--- src/rtl/mem_stage_pkg.sv ---
// rtl/mem_stage_pkg.sv - shared constants, state encoding and MEM/WB field bundle
package mem_stage_pkg;

    localparam int DATA_W = 16;
    localparam int REG_W  = 4;

    typedef enum logic [1:0] {
        ST_IDLE = 2'd0,
        ST_REQ  = 2'd1,
        ST_HALT = 2'd2
    } state_t;

    typedef struct packed {
        logic              hlt;
        logic              from_mem;
        logic              write_reg;
        logic [REG_W-1:0]  dst_reg;
        logic [DATA_W-1:0] mem_data;
        logic [DATA_W-1:0] dst_data;
    } memwb_t;

endpackage

--- src/rtl/mem_stage_if.sv ---
// rtl/mem_stage_if.sv - upstream, data-memory and MEM/WB signals of the MEM stage
interface mem_stage_if;
    import mem_stage_pkg::*;

    logic              in_valid;
    logic              in_ready;
    logic              d_hlt;
    logic              d_from_mem;
    logic              d_mem_wr;
    logic              d_WriteReg;
    logic [REG_W-1:0]  d_DstReg;
    logic [DATA_W-1:0] d_Addr;
    logic [DATA_W-1:0] d_StoreData;
    logic [DATA_W-1:0] d_DstData;

    logic              mem_req;
    logic              mem_wr;
    logic [DATA_W-1:0] mem_addr;
    logic [DATA_W-1:0] mem_wdata;
    logic [DATA_W-1:0] mem_rdata;
    logic              mem_ready;

    logic              out_valid;
    logic              out_ready;
    logic              q_hlt;
    logic              q_from_mem;
    logic              q_WriteReg;
    logic [REG_W-1:0]  q_DstReg;
    logic [DATA_W-1:0] q_MemData;
    logic [DATA_W-1:0] q_DstData;
    logic              halted;

    modport master (
        output in_valid, d_hlt, d_from_mem, d_mem_wr, d_WriteReg, d_DstReg,
               d_Addr, d_StoreData, d_DstData, mem_rdata, mem_ready, out_ready,
        input  in_ready, mem_req, mem_wr, mem_addr, mem_wdata, out_valid,
               q_hlt, q_from_mem, q_WriteReg, q_DstReg, q_MemData, q_DstData, halted
    );

    modport slave (
        input  in_valid, d_hlt, d_from_mem, d_mem_wr, d_WriteReg, d_DstReg,
               d_Addr, d_StoreData, d_DstData, mem_rdata, mem_ready, out_ready,
        output in_ready, mem_req, mem_wr, mem_addr, mem_wdata, out_valid,
               q_hlt, q_from_mem, q_WriteReg, q_DstReg, q_MemData, q_DstData, halted
    );

endinterface

--- src/rtl/mem_stage_slot.sv ---
// rtl/mem_stage_slot.sv - MEM/WB output holding register with free/valid tracking
module mem_stage_slot
    import mem_stage_pkg::*;
(
    input  logic   clk,
    input  logic   rst,
    input  logic   load_i,
    input  memwb_t data_i,
    input  logic   out_ready_i,
    output logic   free_o,
    output logic   out_valid_o,
    output memwb_t q_o
);

    logic   valid_q, valid_d;
    memwb_t data_q;

    // A full slot still counts as free when downstream takes it this cycle.
    assign free_o  = !valid_q || out_ready_i;
    assign valid_d = load_i ? 1'b1 : (out_ready_i ? 1'b0 : valid_q);

    always_ff @(posedge clk or posedge rst) begin
        if (rst) begin
            valid_q <= 1'b0;
            data_q  <= '0;
        end else begin
            valid_q <= valid_d;
            if (load_i)
                data_q <= data_i;
        end
    end

    always_comb begin
        q_o           = data_q;
        q_o.hlt       = data_q.hlt && valid_q;
        q_o.write_reg = data_q.write_reg && valid_q;
    end

    assign out_valid_o = valid_q;

endmodule

--- src/rtl/mem_stage.sv ---
// rtl/mem_stage.sv - MEM pipeline stage: load/store over a req/ready memory port
module mem_stage
    import mem_stage_pkg::*;
(
    input  logic        clk,
    input  logic        rst,
    mem_stage_if.slave  bus
);

    state_t            state_q, state_d;
    memwb_t            lat_q, lat_d;
    logic [DATA_W-1:0] addr_q, addr_d;
    logic [DATA_W-1:0] wdata_q, wdata_d;
    logic              wr_q, wr_d;
    logic              halted_q, halted_d;

    logic              free;
    logic              slot_load;
    memwb_t            slot_d;
    memwb_t            slot_q;
    logic              slot_valid;
    logic              in_ready;
    logic              mem_req;
    logic              in_is_mem;

    assign in_is_mem = bus.d_from_mem || bus.d_mem_wr;

    always_comb begin
        state_d   = state_q;
        lat_d     = lat_q;
        addr_d    = addr_q;
        wdata_d   = wdata_q;
        wr_d      = wr_q;
        halted_d  = halted_q;
        slot_load = 1'b0;
        slot_d    = '0;
        in_ready  = 1'b0;
        mem_req   = 1'b0;
        case (state_q)
            ST_IDLE: begin
                in_ready = free && !halted_q;
                if (bus.in_valid && in_ready) begin
                    if (in_is_mem) begin
                        // A store wins when both flags are set; it never writes a register.
                        lat_d.hlt       = bus.d_hlt;
                        lat_d.from_mem  = bus.d_from_mem && !bus.d_mem_wr;
                        lat_d.write_reg = bus.d_WriteReg && !bus.d_mem_wr;
                        lat_d.dst_reg   = bus.d_DstReg;
                        lat_d.mem_data  = '0;
                        lat_d.dst_data  = bus.d_DstData;
                        addr_d          = bus.d_Addr;
                        wdata_d         = bus.d_StoreData;
                        wr_d            = bus.d_mem_wr;
                        state_d         = ST_REQ;
                    end else begin
                        slot_load          = 1'b1;
                        slot_d.hlt         = bus.d_hlt;
                        slot_d.write_reg   = bus.d_WriteReg;
                        slot_d.dst_reg     = bus.d_DstReg;
                        slot_d.dst_data    = bus.d_DstData;
                        if (bus.d_hlt) begin
                            halted_d = 1'b1;
                            state_d  = ST_HALT;
                        end
                    end
                end
            end
            ST_REQ: begin
                // Request is withheld while the slot cannot take the result.
                mem_req = free;
                if (free && bus.mem_ready) begin
                    slot_load = 1'b1;
                    slot_d    = lat_q;
                    if (!wr_q)
                        slot_d.mem_data = bus.mem_rdata;
                    state_d   = ST_IDLE;
                end
            end
            ST_HALT: begin
                in_ready = 1'b0;
            end
            default: state_d = ST_IDLE;
        endcase
    end

    always_ff @(posedge clk or posedge rst) begin
        if (rst) begin
            state_q  <= ST_IDLE;
            lat_q    <= '0;
            addr_q   <= '0;
            wdata_q  <= '0;
            wr_q     <= 1'b0;
            halted_q <= 1'b0;
        end else begin
            state_q  <= state_d;
            lat_q    <= lat_d;
            addr_q   <= addr_d;
            wdata_q  <= wdata_d;
            wr_q     <= wr_d;
            halted_q <= halted_d;
        end
    end

    mem_stage_slot u_slot (
        .clk         (clk),
        .rst         (rst),
        .load_i      (slot_load),
        .data_i      (slot_d),
        .out_ready_i (bus.out_ready),
        .free_o      (free),
        .out_valid_o (slot_valid),
        .q_o         (slot_q)
    );

    assign bus.in_ready   = in_ready;
    assign bus.mem_req    = mem_req;
    assign bus.mem_wr     = wr_q;
    assign bus.mem_addr   = addr_q;
    assign bus.mem_wdata  = wdata_q;
    assign bus.out_valid  = slot_valid;
    assign bus.q_hlt      = slot_q.hlt;
    assign bus.q_from_mem = slot_q.from_mem;
    assign bus.q_WriteReg = slot_q.write_reg;
    assign bus.q_DstReg   = slot_q.dst_reg;
    assign bus.q_MemData  = slot_q.mem_data;
    assign bus.q_DstData  = slot_q.dst_data;
    assign bus.halted     = halted_q;

endmodule

--- src/flat_wrapper.sv ---
// flat-port wrapper written by rule: the top's interface ports become plain ports
module mem_stage_flat import mem_stage_pkg::*;
  (clk, rst, bus_in_valid, bus_d_hlt, bus_d_from_mem, bus_d_mem_wr, bus_d_WriteReg, bus_d_DstReg, bus_d_Addr, bus_d_StoreData, bus_d_DstData, bus_mem_rdata, bus_mem_ready, bus_out_ready, bus_in_ready, bus_mem_req, bus_mem_wr, bus_mem_addr, bus_mem_wdata, bus_out_valid, bus_q_hlt, bus_q_from_mem, bus_q_WriteReg, bus_q_DstReg, bus_q_MemData, bus_q_DstData, bus_halted);
  mem_stage_if bus_i ();
  input  logic clk;
  input  logic rst;
  input wire logic [$bits(bus_i.in_valid)-1:0] bus_in_valid;
  input wire logic [$bits(bus_i.d_hlt)-1:0] bus_d_hlt;
  input wire logic [$bits(bus_i.d_from_mem)-1:0] bus_d_from_mem;
  input wire logic [$bits(bus_i.d_mem_wr)-1:0] bus_d_mem_wr;
  input wire logic [$bits(bus_i.d_WriteReg)-1:0] bus_d_WriteReg;
  input wire logic [$bits(bus_i.d_DstReg)-1:0] bus_d_DstReg;
  input wire logic [$bits(bus_i.d_Addr)-1:0] bus_d_Addr;
  input wire logic [$bits(bus_i.d_StoreData)-1:0] bus_d_StoreData;
  input wire logic [$bits(bus_i.d_DstData)-1:0] bus_d_DstData;
  input wire logic [$bits(bus_i.mem_rdata)-1:0] bus_mem_rdata;
  input wire logic [$bits(bus_i.mem_ready)-1:0] bus_mem_ready;
  input wire logic [$bits(bus_i.out_ready)-1:0] bus_out_ready;
  output wire logic [$bits(bus_i.in_ready)-1:0] bus_in_ready;
  output wire logic [$bits(bus_i.mem_req)-1:0] bus_mem_req;
  output wire logic [$bits(bus_i.mem_wr)-1:0] bus_mem_wr;
  output wire logic [$bits(bus_i.mem_addr)-1:0] bus_mem_addr;
  output wire logic [$bits(bus_i.mem_wdata)-1:0] bus_mem_wdata;
  output wire logic [$bits(bus_i.out_valid)-1:0] bus_out_valid;
  output wire logic [$bits(bus_i.q_hlt)-1:0] bus_q_hlt;
  output wire logic [$bits(bus_i.q_from_mem)-1:0] bus_q_from_mem;
  output wire logic [$bits(bus_i.q_WriteReg)-1:0] bus_q_WriteReg;
  output wire logic [$bits(bus_i.q_DstReg)-1:0] bus_q_DstReg;
  output wire logic [$bits(bus_i.q_MemData)-1:0] bus_q_MemData;
  output wire logic [$bits(bus_i.q_DstData)-1:0] bus_q_DstData;
  output wire logic [$bits(bus_i.halted)-1:0] bus_halted;
  assign bus_i.in_valid = bus_in_valid;
  assign bus_i.d_hlt = bus_d_hlt;
  assign bus_i.d_from_mem = bus_d_from_mem;
  assign bus_i.d_mem_wr = bus_d_mem_wr;
  assign bus_i.d_WriteReg = bus_d_WriteReg;
  assign bus_i.d_DstReg = bus_d_DstReg;
  assign bus_i.d_Addr = bus_d_Addr;
  assign bus_i.d_StoreData = bus_d_StoreData;
  assign bus_i.d_DstData = bus_d_DstData;
  assign bus_i.mem_rdata = bus_mem_rdata;
  assign bus_i.mem_ready = bus_mem_ready;
  assign bus_i.out_ready = bus_out_ready;
  assign bus_in_ready = bus_i.in_ready;
  assign bus_mem_req = bus_i.mem_req;
  assign bus_mem_wr = bus_i.mem_wr;
  assign bus_mem_addr = bus_i.mem_addr;
  assign bus_mem_wdata = bus_i.mem_wdata;
  assign bus_out_valid = bus_i.out_valid;
  assign bus_q_hlt = bus_i.q_hlt;
  assign bus_q_from_mem = bus_i.q_from_mem;
  assign bus_q_WriteReg = bus_i.q_WriteReg;
  assign bus_q_DstReg = bus_i.q_DstReg;
  assign bus_q_MemData = bus_i.q_MemData;
  assign bus_q_DstData = bus_i.q_DstData;
  assign bus_halted = bus_i.halted;
  mem_stage u_core (.clk(clk), .rst(rst), .bus(bus_i));
endmodule
--- config.mk ---
export PLATFORM = sky130hd
export DESIGN_NAME = mem_stage_flat
export DESIGN_NICKNAME = d
export VERILOG_FILES = /design/src/rtl/mem_stage_pkg.sv /design/src/rtl/mem_stage_if.sv /design/src/rtl/mem_stage_slot.sv /design/src/rtl/mem_stage.sv /design/src/flat_wrapper.sv
export SDC_FILE = /design/constraint.sdc
export NUM_CORES = 1
export LEC_CHECK = 0
export ABC_CLOCK_PERIOD_IN_PS = 5000
export BUFFER_PORTS_ARGS = -buffer_cell sky130_fd_sc_hd__buf_2
export CAP_MARGIN = 10
export CORE_MARGIN = 8
export CORE_UTILIZATION = 54
export CTS_CLUSTER_DIAMETER = 40
export DETAILED_ROUTE_END_ITERATION = 8
export GPL_TIMING_DRIVEN = 0
export PLACE_DENSITY = 0.86
export SYNTH_ARGS = -nofsm -noshare
export SYNTH_HDL_FRONTEND = slang
export SYNTH_SLANG_ARGS = --single-unit
--- constraint.sdc ---
create_clock -name clk -period 5 [get_ports clk]
set_input_delay 0.75 -clock clk [delete_from_list [all_inputs] [get_ports clk]]
set_output_delay 0.75 -clock clk [all_outputs]
set_load 0.05 [all_outputs]
==> results of run 1 <==
[how the worst max path moves through the flow]
stage	from	depth (start not counted)	endpoint	slack [ps]
2_1_floorplan	rst	1	u_core.bus.halted$_DFFE_PP0P_	1660
3_3_place_gp	rst	2	u_core.u_slot.q_o[10]$_DFFE_PP0P_	630
3_5_place_dp	bus_out_ready	7	bus_mem_req	1910
4_1_cts	bus_out_ready	7	bus_mem_req	1910
5_1_grt	bus_out_ready	7	bus_mem_req	1760
6_report	bus_out_ready	7	bus_mem_req	1900
[stage by stage]
| stage | util (%) | total power, mW | instances | hold WS (ps) | area [sq um] |
|---|---|---|---|---|---|
| after floorplan | - | 3.08 | 356 | 450 | 4430 |
| after global placement | 65.7 | 3.52 | 612 | 462 | 5320 |
| after detailed placement | 66.1 | 3.59 | 613 | 474 | 5350 |
| after CTS | 68.5 | 4.10 | 629 | 485 | 5540 |
| after global routing | 68.5 | 4.29 | 629 | 505 | 5540 |
| final | 68.5 | 4.07 | 629 | 460 | 5540 |
[metal layers]
layer | track usage, % | up-vias
met5 | 0 | -
met2 | 31.5 | 158
met1 | 24.1 | 1730
li1 | - | 1607
met3 | 7.56 | 16
met4 | 7.44 | 2
[state kept, by name, indices dropped and copies added, names as in the netlist]
register / cells
u_core.u_slot.out_valid_o: 1
u_core.lat_q: 23
u_core.u_slot.data_q: 2
u_core.u_slot.q_o: 37
u_core.bus.halted: 1
u_core.state_q: 2
u_core.bus.mem_addr: 16
u_core.bus.mem_wr: 1
u_core.bus.mem_wdata: 16
[synth_stat cells]
| master | instances |
|---|---|
| or2_1 | 1 |
| a31oi_1 | 1 |
| o311ai_0 | 10 |
| and2_1 | 3 |
| buf_1 | 1 |
| nor4_2 | 2 |
| mux2i_1 | 1 |
| buf_6 | 3 |
| nor2_1 | 2 |
| nand4b_1 | 1 |
| buf_2 | 8 |
| nor2b_1 | 4 |
| a21o_1 | 1 |
| inv_1 | 25 |
| o31ai_1 | 1 |
| a32o_1 | 16 |
| dfrtp_1 | 99 |
| o21ai_0 | 1 |
| nand2b_1 | 2 |
| nand2_1 | 1 |
| o311ai_1 | 12 |
| and3b_1 | 1 |
| mux2_2 | 19 |
| nor3_1 | 1 |
| and3_1 | 2 |
| mux2_1 | 36 |
| clkbuf_1 | 17 |
| buf_4 | 37 |
| and4b_1 | 1 |
| nand3_1 | 3 |
| nand4_1 | 44 |
[power by group through the flow]
stage / sequential [mW] / combinational, mW / clock [mW]
6_report: 1.37 / 2.20 / 0.508
5_1_grt: 1.41 / 2.32 / 0.555
4_1_cts: 1.37 / 2.22 / 0.521
3_5_place_dp: 1.38 / 2.21 / 0
3_3_place_gp: 1.35 / 2.17 / 0
2_1_floorplan: 1.86 / 1.21 / 0
[cell families (layout without fill, tap and decap cells)]
logic type,count (synthesis),after routing,share of synthesized area [%]
DFF,99,99,55.9
buffers and inverters,91,259,11.6
muxes,56,56,14.2
and+or+nand+nor,68,68,9.79
AOI/OAI and AO/OA,42,42,8.55
[area by class of cell]
type	count	share of cell area, %
Timing Repair Buffer	152	14.1
Clock inverter	5	0.948
Sequential cell	99	44.7
Inverter	25	1.74
Multi-Input combinational cell	166	26.0
Buffer	66	7.56
Tap cell	105	2.37
Clock buffer	11	2.55
==> metrics.md, run 1 <==
| Metric | Value |
|---|---|
| Largest net degree at the start of global routing | 54 |
| Via density | 5.59 |
| Switching share of total power | 48.1% |
| Num CTS Buffers | 9 |
| Starting Density | 54.8% |
| RSZ-0062 raised after global routing | no |
| Via count | around 3,500 |
| Met1 WL | 4600 um |
| Met2 wire len | 5210 um |
| Crit-path cells | buf_2, nand2b_1, clkbuf_1, clkbuf_1, buf_2, and2_1, buf_2 |
| Antenna-violating nets left | 0 |
| Max Used Layer | met5 |
| Met3 wire len | 1120 um |
| Post-layout minimum cycle time | 3100 ps |
| Die height | 107 um |
| Num ports | 153 |
| Crit path top cell by count | buf_2 |
| First-pass GRT wire length | ~18,000 um |
| Die area | 0.0114 sq mm |
| Clk root buf | clkbuf_8 |
| Synth area leaders | dfrtp_1 56%, mux2_1 9.1%, buf_4 6.3%, nand4_1 6.2%, mux2_2 4.8% |
| Area delta synth->final | 25.1% |
| Hpwl dp | between 8000 and 9000 um |
| YS warnings | 0 |
| Outcome | complete, no violations |
| Worst VDD drop | 397 uV |
| DRT Pass-1 Iters | 4 |
| # resized after CTS | 0 |
| Total wire length | approximately 11,000 um |
| Yosys reg bits | 99 |
| Worst relative slew slack | 59.8% |
| WL/cell | around 18 um |
| Diode count | 0 |
| Slew Limit Fails | 0 |
| Clock power frac | 12.5% |
| Comb pwr share | 53.9% |
| CTS tree | built |
| Clock latency on the worst-skew pair | 350 ps |
| Most frequent cells in the layout | 159 x buf_2, 99 x dfrtp_1, 44 x nand4_1 |
| Fill cells | about 650 |
| Share of cells above drive strength 1 | 45.2% |
| CP Class | in -> out |
| Number of global-route vias before repair | 3,742 |
| Crit start category | input port |
| Setup_tns | 0 ps |
| Storage element area | 0.00248 sq mm |
| Final Worst Setup Slack | 1900 ps |
| CTS max path bufs | 2 |
| Grt ovf | 0 |
| Clock transition at the registers of the reported paths | about 90 ps |
| # clock sinks | slightly below 100 |
| Final period util | about three fifths |
| CP endpoint kind | output pin |
| Max cap viols | 0 |
| DRC viols | 0 |
| Seq pwr share | approximately a third |
| Worst Path Required | around 4300 ps |
| Iter 0 DRT Violations | about 190 |
| Worst-path fanout max | 10 |
| Hold Vio Cnt, Final | 0 |
| Initial antenna violation count | 1 |
| Combined area of the multi-input logic cells | 0.00144 sq mm |
| Leak pwr | 2.72 nW |
| Gr usage total | 19.9% |
| Psw | 1.96 mW |
| Die Wd | 107 um |
| Fmax | around 320 MHz |
| CTS HTree Levels | 3 |
| # port buffers | 151 |
| R2R Path End | u_core.u_slot.q_o[19]$_DFFE_PP0P_ |
| Arrival @ worst endpoint | 2350 ps |
| Post CTS Setup Buffer Count | 0 |
| Mapped Nets | 433 |
| Syn Inst Count | around 360 |
| Crit path max-delay family | buffers and inverters |
| Cts hold-fix bufs | 0 |
| Reg2Reg Depth | 4 |
| GPL Wtd Cong | around 0.80 |
| Max stage delay on crit path | 400 ps |
| Internal | approximately 2.1 mW |
| Core area | 0.00809 sq mm |
| Std-Cell Rows | 33 |
| Clock Skew | 12.8 ps |
| Reg2Reg Launch Point | u_core.state_q[1]$_DFFE_PP0P_ |
| Mapped Avg Cell Area | 12.5 sq um |
| Hold/Removal Path Class | in -> async |
| Most common cell after layout, fill and taps aside | buf_2 |
| Sequential fraction of the synthesis area | approximately 56% |
| Layout Nets | 596 |
| Buf/Inv on CP | 5 |
| Syn Std Cell Area | 0.00443 sq mm |
| Number of library cell types mapped by synthesis | 31 |
| Worst reg-to-reg setup slack | 3000 ps |
| Cell taking the most area after synthesis | dfrtp_1 |
| Slowest-stage cell, CP | clkbuf_1 |
| Share of the synthesized area in the top cell type | 55.9% |
| Setup WS pre-CTS | 1910 ps |
| Power Density | 734 mW/mm^2 |
| Endpoints failing setup | 0 |
| Worst Tran Pin Value | 602 ps |
Power figures use the tool's default switching activity.
==> inputs of run 2 (changes only) <==
Settings changed: ABC_CLOCK_PERIOD_IN_PS 5000 to 2700, CORE_UTILIZATION 54 to 45, PLACE_DENSITY 0.86 to 0.77.
Clock period 5 ns to 2.7 ns, I/O delays scaled along.
==> metrics.md, run 2 (synthesis results as in run 1) <==
| Metric | Value |
|---|---|
| Die area | 0.0133 sq mm (+17%) |
| Max cap viols | 0 (unchanged) |
| Final period util | 91.5% |
| # clock sinks | 99 (unchanged) |
| GPL Wtd Cong | 0.805 (+0.26%) |
| Hold/Removal Path Class | in -> async |
| CP endpoint kind | output pin |
| Clock latency on the worst-skew pair | 360 ps (about the same) |
| Starting Density | 45.8% (-9.0 points) |
| Crit start category | register |
| Hold Vio Cnt, Final | 0 (unchanged) |
| First-pass GRT wire length | 19,000 um (+3.8%) |
| Std-Cell Rows | 36 (+9.1%) |
| CTS tree | built |
| Area after DPL | 0.00540 sq mm (+0.91%) |
| Clock transition at the registers of the reported paths | 90 ps (about the same) |
| Number of global-route vias before repair | 3,832 (+2.4%) |
| Arrival @ worst endpoint | 2070 ps (-280 ps) |
| Setup_tns | 0 ps (unchanged) |
| Clk root buf | clkbuf_8 |
| DRT Pass-1 Iters | 4 (unchanged) |
| Worst-path fanout max | 10 (unchanged) |
| Clock Skew | 8.02 ps (-4.78 ps) |
| Num CTS Buffers | 9 (unchanged) |
| Max FFs per register | 37 (unchanged) |
| Gr usage total | 18.1% (-1.7 points) |
| DRC viols | 0 (unchanged) |
| Total wire length | 11,800 um (+6.1%) |
| Most frequent cells in the layout | 159 x buf_2, 99 x dfrtp_1, 44 x nand4_1 |
| Area delta synth->final | 27.3% |
| CTS max path bufs | 2 (unchanged) |
| Core area | 0.00968 sq mm (+20%) |
| Num ports | 153 (unchanged) |
| Leak pwr | 2.75 nW (+0.95%) |
| Power Density | 1370 mW/mm^2 (+86%) |
| Via density | 5.31 (-4.9%) |
| Endpoints failing setup | 0 (unchanged) |
| Worst relative slew slack | 65.1% (+5.3 points) |
| Die height | 115 um (+8.1%) |
| Share of cells above drive strength 1 | 45.8% (+0.57 points) |
| Worst Tran Pin Value | 523 ps (-79.5 ps) |
| Slew Limit Fails | 0 (unchanged) |
| # port buffers | 151 (unchanged) |
| Most common cell after layout, fill and taps aside | buf_2 |
| Fin util | 58.3% (-10 points) |
| Layout Nets | 596 (unchanged) |
| Largest net degree at the start of global routing | 44 (-19%) |
| RSZ-0062 raised after global routing | no |
| Iter 0 DRT Violations | 171 (-12%) |
| Worst VDD drop | 677 uV (+70%) |
| Antenna-violating nets left | 0 (unchanged) |
| Design area | 0.00565 sq mm (+1.8%) |
| Via count | 3,495 (-0.51%) |
| Initial antenna violation count | 2 (+1) |
| Worst Path Required | 2300 ps (-1950 ps) |
| WL/cell | 17.9 um (+1.4%) |
| CTS HTree Levels | 3 (unchanged) |
| CP Class | reg -> out |
| Post-layout minimum cycle time | 2470 ps |
| Hpwl dp | 8960 um (+7.0%) |
| Die Wd | 115 um (+8.1%) |
| Outcome | complete, no violations |
| Cts hold-fix bufs | 0 (unchanged) |
| Fmax | 405 MHz |
| Grt ovf | 0 (unchanged) |
==> run 2: cell count changes in the layout (fill, tap and decap cells not counted), moves of 2 or more <==
| cell | previous run | this run |
|---|---|---|
| buf_12 | 0 | 2 |
| clkbuf_8 | 10 | 13 |
| clkinv_2 | 3 | 0 |
| clkbuf_1 | 18 | 15 |
==> run 2: report_power, final <==
group / internal (mW) / switching, mW
registers: 2.17 / 0.362
logic: 1.29 / 2.78
clock network: 0.624 / 0.500
==> run 2: critical path, stage by stage, from the launching register on <==
cell	delay, ps
dfrtp_1	450
nand2b_1	290
clkbuf_2	300
buf_2	260
and2_1	150
buf_2	260
==> run 2: metrics by stage <==
stage | setup WS (ps) | instances | total power, mW | hold WS (ps)
4_1_cts | 80.5 | 658 | 7.82 | 68.3
3_3_place_gp | 314 | 640 | 6.55 | 462
6_report | 228 | 658 | 7.73 | 65.4
5_1_grt | 85.4 | 658 | 8.14 | 94.7
3_5_place_dp | 268 | 642 | 6.67 | 467
2_1_floorplan | 420 | 356 | 5.70 | 450
==> run 2: per-layer routing <==
layer | track usage [%] | wire, um
met1 | 21.9 | 4750
met2 | 30.3 | 5900
met3 | 4.78 | 927
met4 | 6.92 | 204
met5 | 0 | 12
==> run 2: area by class of cell <==
| cell class | count | area (sq um) |
|---|---|---|
| plain buffers | 65 | 417 |
| flip-flops and latches | 99 | 2480 |
| clock buffers | 13 | 179 |
| diodes | 1 | 2.50 |
| multi-input cells | 166 | 1440 |
| clock inverters | 3 | 67.6 |
| inverters | 25 | 97.6 |
| well taps | 133 | 166 |
| fillers | 862 | 4040 |
| repair buffers | 153 | 796 |
==> run 2: final timing paths <==
path | start | to | slack, ps | cells past startpoint
worst max-delay path | u_core.u_slot.out_valid_o$_DFFE_PP0P_ | bus_mem_req | 230 | 5
worst min-delay path | rst | u_core.u_slot.q_o[4]$_DFFE_PP0P_ | 70 | 2
worst max register to register | u_core.state_q[1]$_DFFE_PP0P_ | u_core.u_slot.q_o[21]$_DFFE_PP0P_ | 760 | 4
worst min register to register | u_core.bus.mem_wdata[3]$_DFFE_PP0P_ | u_core.bus.mem_wdata[3]$_DFFE_PP0P_ | 490 | 1
max in group asynchronous | rst | u_core.bus.halted$_DFFE_PP0P_ | 2050 | 3
min in group clk | bus_d_Addr[0] | u_core.bus.mem_addr[0]$_DFFE_PP0P_ | 260 | 2
==> run 2: repair_timing <==
action / in CTS / in global routing
buffers inserted: 0 / 0
gates resized for setup: 1 / 0
cloned: 0 / 0
endpoints found under the setup margin: 1 / 1
==> inputs of run 3 (changes only) <==
Settings changed: CORE_ASPECT_RATIO set to 0.9.
==> metrics.md, run 3 (synthesis results as in run 1) <==
| Metric | Value |
|---|---|
| Outcome | complete, no violations |
| Seq pwr share | 33.6% (+0.8 points) |
| Die height | 110 um (-4.4%) |
| Worst Path Required | 2300 ps (about the same) |
| RSZ-0062 raised after global routing | no |
| Most common cell after layout, fill and taps aside | buf_2 |
| Std-Cell Rows | 34 (-5.6%) |
| Cts hold-fix bufs | 0 (unchanged) |
| Starting Density | 46.1% (+0.33 points) |
| GPL Wtd Cong | 0.782 (-2.9%) |
| Clk root buf | clkbuf_8 |
| Setup_tns | 0 ps (unchanged) |
| Area delta synth->final | 26.5% |
| Worst Tran Pin Value | 573 ps (+50.3 ps) |
| Via count | 3,470 (-0.72%) |
| Max FFs per register | 37 (unchanged) |
| Reg2Reg Launch Point | u_core.state_q[1]$_DFFE_PP0P_ |
| Die area | 0.0133 sq mm (about the same) |
| Slew Limit Fails | 0 (unchanged) |
| WL/cell | 18.3 um (+2.0%) |
| Arrival @ worst endpoint | 2080 ps (about the same) |
| Worst relative slew slack | 61.8% (-3.4 points) |
| Hpwl dp | 8980 um (+0.24%) |
| Layout Nets | 597 (+0.17%) |
| Grt ovf | 0 (unchanged) |
| Hold/Removal Path Class | in -> async |
| Number of global-route vias before repair | 3,814 (-0.47%) |
| Iter 0 DRT Violations | 246 (+44%) |
| # clock sinks | 99 (unchanged) |
| Fill cells | 822 (-4.6%) |
| Cell Count, Final, Fillers Out | 651 (-1.1%) |
| Diode count | 0 (-1) |
| Gr usage total | 18.4% (+0.31 points) |
| Largest net degree at the start of global routing | 32 (-27%) |
| Fmax | 402 MHz (-0.64%) |
| Storage element area | 0.00248 sq mm (unchanged) |
| Post-layout minimum cycle time | 2490 ps (+15.9 ps) |
| Setup crit start | u_core.u_slot.out_valid_o$_DFFE_PP0P_ |
| Clock latency on the worst-skew pair | 360 ps (about the same) |
| Antenna-violating nets left | 0 (unchanged) |
| Switching share of total power | 48.4% (+1.3 points) |
| Num ports | 153 (unchanged) |
| DRT Pass-1 Iters | 4 (unchanged) |
| Worst VDD drop | 803 uV (+19%) |
| Num CTS Buffers | 9 (unchanged) |
| # port buffers | 151 (unchanged) |
| Leak pwr | 2.73 nW (-0.75%) |
| Crit start category | register |
| Power Density | 1350 mW/mm^2 (-1.6%) |
| Internal | 3.89 mW (-4.7%) |
| Core area | 0.00961 sq mm (-0.72%) |
| Worst-path fanout max | 10 (unchanged) |
| CTS HTree Levels | 3 (unchanged) |
| DRC viols | 0 (unchanged) |
| Via density | 5.33 (+0.35%) |
| First-pass GRT wire length | 19,600 um (+3.2%) |
| Endpoints failing setup | 0 (unchanged) |
| CP Class | reg -> out |
| Combined area of the multi-input logic cells | 0.00144 sq mm (unchanged) |
| Die Wd | 121 um (+4.7%) |
| Clock Skew | 5.40 ps (-2.63 ps) |
| Comb pwr share | 54.0% (+1.4 points) |
| Total wire length | 11,900 um (+0.92%) |
| Psw | 3.66 mW (+0.45%) |
| CP endpoint kind | output pin |
| Post CTS Setup Buffer Count | 0 (unchanged) |
| Share of cells above drive strength 1 | 45.7% (-0.087 points) |
| Final period util | 92.1% (+0.59 points) |
| Most frequent cells in the layout | 159 x buf_2, 99 x dfrtp_1, 44 x nand4_1 |
| CTS max path bufs | 2 (unchanged) |
| Hold Vio Cnt, Final | 0 (unchanged) |
| Clock power frac | 12.4% (-2.1 points) |
| CTS tree | built |
| Initial antenna violation count | 0 (-2) |
| Dpl cells | 636 (-0.93%) |
| Clock transition at the registers of the reported paths | 90 ps (about the same) |
| Max cap viols | 0 (unchanged) |
-- run 3: worst max-delay path: stages (launching register included) --
cell and delay, ps:
dfrtp_1 450, nand2b_1 260, clkbuf_2 310, buf_2 280
and2_1 160, buf_2 260
-- run 3: power by group through the flow --
stage	Clock (mW)	Sequential [mW]	Combinational, mW
CTS	0.967	2.54	4.13
global route	1.02	2.63	4.32
global placement	0	2.52	4.03
finish	0.935	2.54	4.08
detailed placement	0	2.57	4.12
floorplan	0	3.45	2.25
-- run 3: final timing paths --
kind | end | slack [ps] | cells after the start
min in group clk | u_core.u_slot.q_o[29]$_DFFE_PP0P_ | 260 | 2
setup reg to reg | u_core.u_slot.q_o[31]$_DFFE_PP0P_ | 690 | 4
setup / recovery | bus_mem_req | 210 | 5
hold / removal | u_core.bus.mem_addr[5]$_DFFE_PP0P_ | 80 | 2
max in group asynchronous | u_core.lat_q[36]$_DFFE_PP0P_ | 1930 | 4
hold reg to reg | u_core.bus.mem_addr[8]$_DFFE_PP0P_ | 490 | 1
-- run 3: timing repair --
item / in CTS / in global routing
setup endpoints to repair: 1 / 1
pin swaps: 0 / 0
hold endpoints to repair: 0 / 0
resized for setup: 1 / 0
-- run 3: metrics by stage --
step / util (%) / instance area [sq um] / power (mW) / hold slack (ps) / setup WS [ps]
finish: 58.3 / 5610 / 7.55 / 81.9 / 213
global route: 58.3 / 5610 / 7.97 / 106 / 60.9
CTS: 58.4 / 5610 / 7.64 / 77.6 / 61.6
detailed placement: 56.4 / 5420 / 6.69 / 471 / 249
global placement: 55.6 / 5350 / 6.55 / 461 / 290
floorplan: - / 4440 / 5.70 / 450 / 420
-- run 3: layer usage --
layer	share of wire, %	global-route usage [%]
met1	42	22.7
met2	48	30.9
met3	8.6	5.60
met4	1.1	5.52
met5	0	0
-- run 3: area by class of cell --
| cell class | count | area share, % |
|---|---|---|
| clock buffers | 10 | 2.28 |
| flip-flops and latches | 99 | 44.2 |
| well taps | 126 | 2.81 |
| plain buffers | 65 | 7.43 |
| inverters | 25 | 1.74 |
| repair buffers | 154 | 14.7 |
| multi-input cells | 166 | 25.7 |
| clock inverters | 6 | 1.18 |
